<file path="src/rtl/seg_dynamic_disp.sv">
// Six-digit multiplexed common-anode seven-segment driver with sequential binary-to-BCD conversion.
// Optional leading-zero blanking is enabled by defining SEG_LZB_EN.
module seg_dynamic_disp #(
   parameter logic [15:0] CNT_MAX = 16'd49_999
) (
   input  logic        sys_clk,
   input  logic        sys_rst_n,
   input  logic [19:0] data,
   input  logic [5:0]  point,
   input  logic        seg_en,
   input  logic        sign,
   output logic [5:0]  sel,
   output logic [7:0]  seg
);

   localparam int unsigned BIN_W   = 20;
   localparam int unsigned BCD_W   = 24;
   localparam int unsigned DIG_N   = 6;
   localparam int unsigned SHIFT_N = 20;
   localparam int unsigned SCNT_W  = 5;
   localparam int unsigned IDX_W   = 3;

   localparam logic [BIN_W-1:0] DATA_MAX = 20'd999_999;
   localparam logic [7:0]       BLANK    = 8'hFF;
   localparam logic [7:0]       MINUS    = 8'hBF;

   localparam logic [1:0] IDLE  = 2'd0;
   localparam logic [1:0] SHIFT = 2'd1;
   localparam logic [1:0] LOAD  = 2'd2;

   logic [1:0]                state;
   logic [1:0]                state_nxt;
   logic [SCNT_W-1:0]         shift_cnt;
   logic [BIN_W-1:0]          bin_reg;
   logic [BCD_W-1:0]          bcd_reg;
   logic [BCD_W-1:0]          bcd_adj;
   logic [DIG_N-1:0]          point_lat;
   logic                      sign_lat;
   logic [DIG_N-1:0][3:0]     disp_dig;
   logic [DIG_N-1:0]          disp_point;
   logic                      disp_sign;
   logic [15:0]               scan_cnt;
   logic [IDX_W-1:0]          idx;
   logic [3:0]                cur_dig;
   logic [7:0]                base_code;
   logic [7:0]                seg_code_c;

   function automatic logic [7:0] digit_code(input logic [3:0] d);
      case (d)
         4'd0:    digit_code = 8'hC0;
         4'd1:    digit_code = 8'hF9;
         4'd2:    digit_code = 8'hA4;
         4'd3:    digit_code = 8'hB0;
         4'd4:    digit_code = 8'h99;
         4'd5:    digit_code = 8'h92;
         4'd6:    digit_code = 8'h82;
         4'd7:    digit_code = 8'hF8;
         4'd8:    digit_code = 8'h80;
         4'd9:    digit_code = 8'h90;
         default: digit_code = BLANK;
      endcase
   endfunction

   // Conversion FSM state register
   always_ff @(posedge sys_clk or negedge sys_rst_n) begin
      if (!sys_rst_n) state <= IDLE;
      else            state <= state_nxt;
   end

   always_comb begin
      state_nxt = state;
      case (state)
         IDLE:    state_nxt = SHIFT;
         SHIFT:   if (shift_cnt == SCNT_W'(SHIFT_N - 1)) state_nxt = LOAD;
         LOAD:    state_nxt = IDLE;
         default: state_nxt = IDLE;
      endcase
   end

   // Double-dabble correction: nibbles of 5 or more get +3 before the shift
   always_comb begin
      bcd_adj = bcd_reg;
      for (int unsigned i = 0; i < DIG_N; i++) begin
         if (bcd_reg[4*i +: 4] >= 4'd5) bcd_adj[4*i +: 4] = bcd_reg[4*i +: 4] + 4'd3;
      end
   end

   always_ff @(posedge sys_clk or negedge sys_rst_n) begin
      if (!sys_rst_n) begin
         shift_cnt  <= '0;
         bin_reg    <= '0;
         bcd_reg    <= '0;
         point_lat  <= '0;
         sign_lat   <= 1'b0;
         disp_dig   <= '0;
         disp_point <= '0;
         disp_sign  <= 1'b0;
      end else begin
         case (state)
            IDLE: begin
               bin_reg   <= (data > DATA_MAX) ? DATA_MAX : data;
               bcd_reg   <= '0;
               point_lat <= point;
               sign_lat  <= sign;
               shift_cnt <= '0;
            end
            SHIFT: begin
               {bcd_reg, bin_reg} <= (BCD_W + BIN_W)'({bcd_adj, bin_reg} << 1);
               shift_cnt          <= shift_cnt + SCNT_W'(1);
            end
            LOAD: begin
               disp_dig   <= bcd_reg;
               disp_point <= point_lat;
               disp_sign  <= sign_lat;
            end
            default: ;
         endcase
      end
   end

   // Digit scan: dwell of CNT_MAX+1 clocks per digit
   always_ff @(posedge sys_clk or negedge sys_rst_n) begin
      if (!sys_rst_n) begin
         scan_cnt <= '0;
         idx      <= '0;
      end else if (scan_cnt == CNT_MAX) begin
         scan_cnt <= '0;
         idx      <= (idx == IDX_W'(DIG_N - 1)) ? '0 : idx + IDX_W'(1);
      end else begin
         scan_cnt <= scan_cnt + 16'd1;
      end
   end

   assign cur_dig = disp_dig[idx];

`ifdef SEG_LZB_EN
   logic [IDX_W-1:0] hi_nz;

   // Digit 0 is always significant, so an all-zero value still shows "0"
   always_comb begin
      hi_nz = '0;
      for (int unsigned i = 1; i < DIG_N; i++) begin
         if (disp_dig[i] != 4'd0) hi_nz = IDX_W'(i);
      end
   end

   always_comb begin
      base_code = digit_code(cur_dig);
      if (idx > hi_nz) begin
         base_code = (disp_sign && (idx == hi_nz + IDX_W'(1))) ? MINUS : BLANK;
      end
   end
`else
   always_comb begin
      base_code = digit_code(cur_dig);
      if (disp_sign && (idx == IDX_W'(DIG_N - 1))) base_code = MINUS;
   end
`endif

   assign seg_code_c = {base_code[7] & ~disp_point[idx], base_code[6:0]};

   // Registered pin drive; disable only masks the pins
   always_ff @(posedge sys_clk or negedge sys_rst_n) begin
      if (!sys_rst_n) begin
         sel <= 6'h3F;
         seg <= BLANK;
      end else if (seg_en) begin
         sel <= ~(6'd1 << idx);
         seg <= seg_code_c;
      end else begin
         sel <= 6'h3F;
         seg <= BLANK;
      end
   end

endmodule

</file>
<file path="config.mk">
export PLATFORM = sky130hd
export DESIGN_NAME = seg_dynamic_disp
export DESIGN_NICKNAME = d
export VERILOG_FILES = /design/src/rtl/seg_dynamic_disp.sv
export SDC_FILE = /design/constraint.sdc
export NUM_CORES = 1
export LEC_CHECK = 0
export ABC_AREA = 1
export BUFFER_PORTS_ARGS = -buffer_cell sky130_fd_sc_hd__buf_2
export CELL_PAD_IN_SITES_DETAIL_PLACEMENT = 1
export CELL_PAD_IN_SITES_GLOBAL_PLACEMENT = 1
export CORE_UTILIZATION = 28
export CTS_BUF_LIST = sky130_fd_sc_hd__clkbuf_8 sky130_fd_sc_hd__clkbuf_16
export CTS_CLUSTER_DIAMETER = 50
export DETAILED_ROUTE_END_ITERATION = 10
export HOLD_SLACK_MARGIN = 0.12
export PLACE_DENSITY = 0.54
export SETUP_SLACK_MARGIN = 0.02
export SYNTH_ARGS = -nofsm -noshare
export SYNTH_HDL_FRONTEND = slang
export SYNTH_SLANG_ARGS = --single-unit
</file>
<file path="constraint.sdc">
create_clock -name sys_clk -period 1.6 [get_ports sys_clk]
set_input_delay 0.08 -clock sys_clk [delete_from_list [all_inputs] [get_ports sys_clk]]
set_output_delay 0.08 -clock sys_clk [all_outputs]
set_load 0.1 [all_outputs]
</file>
**After elaboration in Yosys (flattened, before gate mapping)**

Memories as Yosys holds them, arrays and structs flattened.
Index checks and enable logic that the tools add are counted.

- Reductions and logical operators: 3
- Bitwise gates (word level): 3
- Mux-type cells: 21
- Multiply operators: 0
- Div/mod/pow operators: 0
- Equal/unequal tests: 6
- Shift-type cells: 1
- Order comparisons: 8
- $add $sub $neg: 9

Operators with widths:

| kind | number |
|---|---|
| $pmux 24 s2 | 1 |
| $pmux 20 s2 | 1 |
| $ge 4x3->1 const B | 6 |
| $mux 4 | 6 |
| $add 4x2->4 const B | 5 |
| $gt 20x20->1 const B | 1 |
| $mux 20 | 1 |
| $add 16x1->16 const B | 1 |
| $eq 16x16->1 const B | 1 |
| $mux 16 | 1 |
| $mux 8 | 2 |
| $bmux 4 s3 | 1 |
| $pmux 5 s2 | 1 |
| $mux 3 | 2 |
| $mux 6 | 1 |
| $not 6->6 | 1 |
| $shl 1x3->6 const A | 1 |
| $add 5x1->5 const B | 1 |
| $eq 5x5->1 const B | 1 |
| $lt 3x4->1 const B | 1 |
| $pmux 2 s2 | 1 |
| $add 3x1->3 const B | 1 |
| $add 3x2->3 const B | 1 |
| $bmux 1 s3 | 1 |
| other kinds (11) | 11 |

- Output and inout bits: 14
- Logic and storage cells: 70
- Bits in writable memories: 0
- Memories: 1
- Input bits: 30
- ROM bits: 112
- Flip-flop bits (word level): 122
- Latch bits: 0

Memory list:

| name | words | bits a word | read ports | clocked after memory_dff | write ports | line | source |
|---|---|---|---|---|---|---|---|
| (name not given) | 16 | 7 | 1 | 0 | 0 | 49 | `case (d)` |

**Longest topological paths before layout**

An unclocked memory read counts as a cell.

- Depth in word-level cells: 6
- Gate-level depth with buffers: 15
- Gate-level depth less buffers: 14

**Worst setup path before layout**

Ideal clock, no wire load.

- Path type: flip-flop to flip-flop
- From: register idx[0]
- To: register seg[0]
- Buffers on the path: 1
- Setup slack: -0.077 ns
- Period minus slack after synthesis: 1.677 ns
- Data required time: 1.519 ns
- Arrival time: 1.596 ns
- Stages on the path, launching flop included: 13
- Cell sequence: dfrtp_1 > buf_4 > nand2_1 > inv_2 > nand2_1 > nand4_1 > a21oi_2 > inv_1 > ha_1 > o21ai_1 > clkinv_1 > o21ai_0 > nand2_1

- Longest elaborated chain between the ends: 5
- Elaborated cells on any way between the ends: 7
- Classes of those cells: eq/ne: 1; mux: 4; reduce/logical: 1; memory: 1

RTL lines:

| element | line | source |
|---|---|---|
| start: declaration | 43 | `logic [IDX_W-1:0] idx;` |
| start signal: assignment | 128 | `idx <= (idx == IDX_W'(DIG_N - 1)) ? '0 : idx + IDX_W'(1);` |
| $bmux 4 s3 | 134 | `assign cur_dig = disp_dig[idx];` |
| $mux 4 (implied by the code) | 134 |  |
| $mem_v2 16x7 | -- |  |
| $mux 8 * | 156 | `if (disp_sign && (idx == IDX_W'(DIG_N - 1))) base_code = MINUS;` |
| $mux 8 * | 167 | `end else if (seg_en) begin` |
| end signal: assignment | 169 | `seg <= seg_code_c;` |
| end: declaration | 13 | `output logic [7:0] seg` |

Every way passes the cells marked *; elsewhere a longest branch is shown, timed or not. The select of a mux whose other input is x is not followed.
A chain may end at the register's enable or synchronous reset.

**Final worst setup path**

Ends and elaborated chain as after synthesis.

==> metrics.md <==
| Metric | Value |
|---|---|
| Die area | `about 0.022 sq mm` |
| Avg Inst Size Synth | `about 8.5 sq um` |
| Post-synthesis adder-cell area fraction | `about 4.2%` |
| Synth Instances | `697` |
| Residual DRC | `0` |
| Pre-CTS WS | `-0.136 ns` |
| Max FO, Critical Path | `5` |
| Worst-skew pair later-pin latency | `approximately 0.42 ns` |
| Max Cap Viol | `0` |
| Die height | `between 100 and 150 um` |
| Vias in the first global route | `5644` |
| Drt total wl | `16.3 mm` |
| Mux contribution to synthesized area | `0%` |
| Final Hold Viols | `0` |
| Seq pwr share | `a little under two fifths` |
| Gate power share | `roughly 23%` |
| Failing checks | `negative setup slack` |
| Synth Cell Area | `a little under 0.006 sq mm` |
| Worst setup EP type | `flip-flop` |
| Mapped Nets | `roughly 750` |
| Htree depth | `4` |
| Initial core utilization | `between 20% and 30%` |
| Seq cells post-synth | `122` |
| Ratio of cells with drive above 1 in the final layout | `between 20% and 30%` |
| Port bufs | `43` |
| Core ar. | `roughly 0.020 sq mm` |
| Crit path required time | `between 1.5 and 2 ns` |
| DR vias | `5103` |
| Design Area, Final | `slightly above 0.008 sq mm` |
| Peak supply drop | `between 0.6 and 0.7 mV` |
| Top FF cell, synth | `dfrtp_1` |
| Compound-Gate Fraction of Synth Area | `14.7%` |
| Inserted Clock Buffers | `17` |
| Pwr/cell area | `roughly 1200 mW/mm^2` |
| Via-per-instance ratio | `approximately 4.6` |
| Minimum clock period | `1.67 ns` |
| Switching share of total power | `31.5%` |
| Placed Area | `just under 0.007 sq mm` |
| IO Pins | `44` |
| DR WL/cell | `14.6 um` |
| Largest family of logic cells by synthesized area | `simple AND/OR/NAND/NOR gates` |
| Antenna violations before repair | `0` |
| Simple-gate share of the synthesized area | `a little under 20%` |
| Final count of negative-setup-slack endpoints | `4` |
| Slew margin rel. | `a little over half` |
| Clock-pin slew on the worst setup and hold paths | `roughly 0.05 ns` |
| Fin Setup TNS | `-0.213 ns` |
| Worst min path class | `input pin to asynchronous set/reset pin` |
| Area delta synth->final | `38.7%` |
| Internal power | `about 6.7 mW` |
| Global route overflow | `0` |
| Die X | `roughly 150 um` |
| Row count | `52` |
| Leak | `about 3.8 nW` |
| Synth Area in XOR/XNOR | `between 2 and 2.5%` |
| Antenna-violating nets left | `0` |
| Crit path DAT | `2.01 ns` |
| Status | `finished, violations left` |
| Period Utilization, post-route | `104%` |
| Global placer's final weighted congestion | `~0.8` |
| F_max | `600 MHz` |
| Final Worst Setup Slack | `-0.0662 ns` |
| Final net count | `just under 900` |
| Maximum buffer depth of the clock tree | `2` |
| Clk_skew | `0.00701 ns` |
| CTS root buffer | `clkbuf_16` |
| Hold_ws | `around 0.24 ns` |
| Worst Tran Pin Value | `approximately 0.69 ns` |
| Post-synthesis sequential area ratio | `51.9%` |
| Number of diodes | `0` |
| Gr usage total | `between 10% and 20%` |
| Slew Viols, Final | `0` |
| First-pass GRT wire length | `~27 mm` |
| Post-synth EDFFs | `0` |
| CTS tree | `built` |
| Clock share of power | `approximately two fifths` |
| Psw | `approximately 3 mW` |
| WS Path Type | `flip-flop to flip-flop` |
| 1st-pass router iterations | `4` |
| Largest net degree at the start of global routing | `63` |
| Ys Warns | `0` |
| CP startpoint kind | `flip-flop` |
| Clock sink count | `about 120` |
| FFs w/ async S/R, synth | `100%` |
| DP HPWL | `approximately 11 mm` |
| Unrepaired setup endpoints after global routing | `yes` |
| Unique masters post-synth | `about 40` |
| Iter 0 DRT Violations | `~140` |
## final timing paths
check | to | from | depth (start not counted) | slack (ns)
max in group asynchronous | idx[0] | sys_rst_n | 3 | 0.26
hold / removal | scan_cnt[8] | sys_rst_n | 3 | 0.24
hold reg to reg | bcd_reg[0] | bin_reg[19] | 2 | 0.49
setup / recovery | seg[0] | idx[0] | 12 | -0.07
setup reg to reg | seg[0] | idx[0] | 12 | -0.07
min in group sys_clk | point_lat[4] | point[4] | 4 | 0.41
## worst max-delay path: stages (launching register included)
cell	delay, ns
dfrtp_1	0.39
buf_6	0.15
nor2_4	0.11
nand2_2	0.08
nor2_2	0.13
a21oi_2	0.04
nand2_2	0.13
inv_4	0.07
ha_4	0.16
o21ai_2	0.13
clkinv_2	0.08
o21ai_2	0.06
nand2_1	0.06
## cells by family after synthesis
kind of cell,count (synthesis)
compound gates,147
xor+xnor,14
fa+ha+maj,20
buf+inv,118
flops,122
simple gates,276
## area by class of cell
type	count	area [sq um]
Multi-Input combinational cell	457	2690
Timing Repair Buffer	143	1140
Fill cell	2416	12300
Clock buffer	22	494
Sequential cell	122	3070
Tap cell	270	338
Inverter	96	377
Clock inverter	8	93.8
## power groups by stage
| stage | Combinational, mW | Sequential [mW] | Clock, mW |
|---|---|---|---|
| 3_5_place_dp | 1.74 | 3.76 | 0 |
| 6_report | 2.20 | 3.72 | 3.82 |
| 3_3_place_gp | 1.70 | 3.76 | 0 |
| 2_1_floorplan | 0.676 | 4.28 | 0 |
| 5_1_grt | 2.40 | 3.77 | 4.06 |
| 4_1_cts | 1.90 | 3.71 | 3.94 |
## Yosys cell counts, types with 3 or more instances
cell type  instances  share of area [%]
a21oi_1           10               0.85
a21oi_2            3               0.44
clkbuf_1          17                1.1
dfrtp_1          108                 46
dfstp_2           14                6.2
ha_1              20                4.2
inv_1             88                5.6
inv_2              6               0.38
nand2_1          185                 12
nand3_1           19                1.6
nand4_1            9               0.95
nor2_1            44                2.8
nor2_2             3               0.32
nor2_4             3               0.57
nor3_1             6               0.51
nor4_1             3               0.32
o21a_1             3               0.38
o21ai_0           80                6.8
o21bai_1           7               0.89
o22ai_1           23                2.4
o32ai_1            7                1.0
xor2_1            14                2.1
## repair_timing
action	CTS	global route
resized for setup	22	74
cloned	0	0
buffers inserted	12	8
hold buffers	31	1
pin swaps	18	22
setup endpoints to repair	14	25
endpoints found under the hold margin	144	6
## per-layer routing
layer	GRT usage (%)	up-vias	routed length, um
met1	19.4	2490	7430
met3	3.48	16	357
li1	-	2540	-
met5	0	-	0
met4	5.05	0	234
met2	27.6	57	8280
## through the flow
step	power, mW	instances	utilization, %
2_1_floorplan	4.96	697	-
3_3_place_gp	5.46	1036	33.2
3_5_place_dp	5.50	1036	33.2
4_1_cts	9.55	1109	38.4
5_1_grt	10.2	1118	40.0
6_report	9.75	1118	40.0
## cells in the final DEF (no fill, tap or decap), drive strengths merged
cell type    count
ha              20
o21ai           83
o22ai           23
o21bai           7
a32o             1
nand3           20
o211ai           2
a22oi            2
nand4            9
a22o             1
nor4             3
clkinv           4
dlygate4sd3     32
dfrtp          108
buf            111
clkinvlp         2
o221ai           1
o21a             3
nor2            50
a21oi           14
xor2            14
o31ai            2
bufinv           2
a31oi            1
clkbuf          22
nand2          187
dfstp           14
and2             1
o32ai            7
inv             96
nor3             6
(Power assumes the default switching activity.)
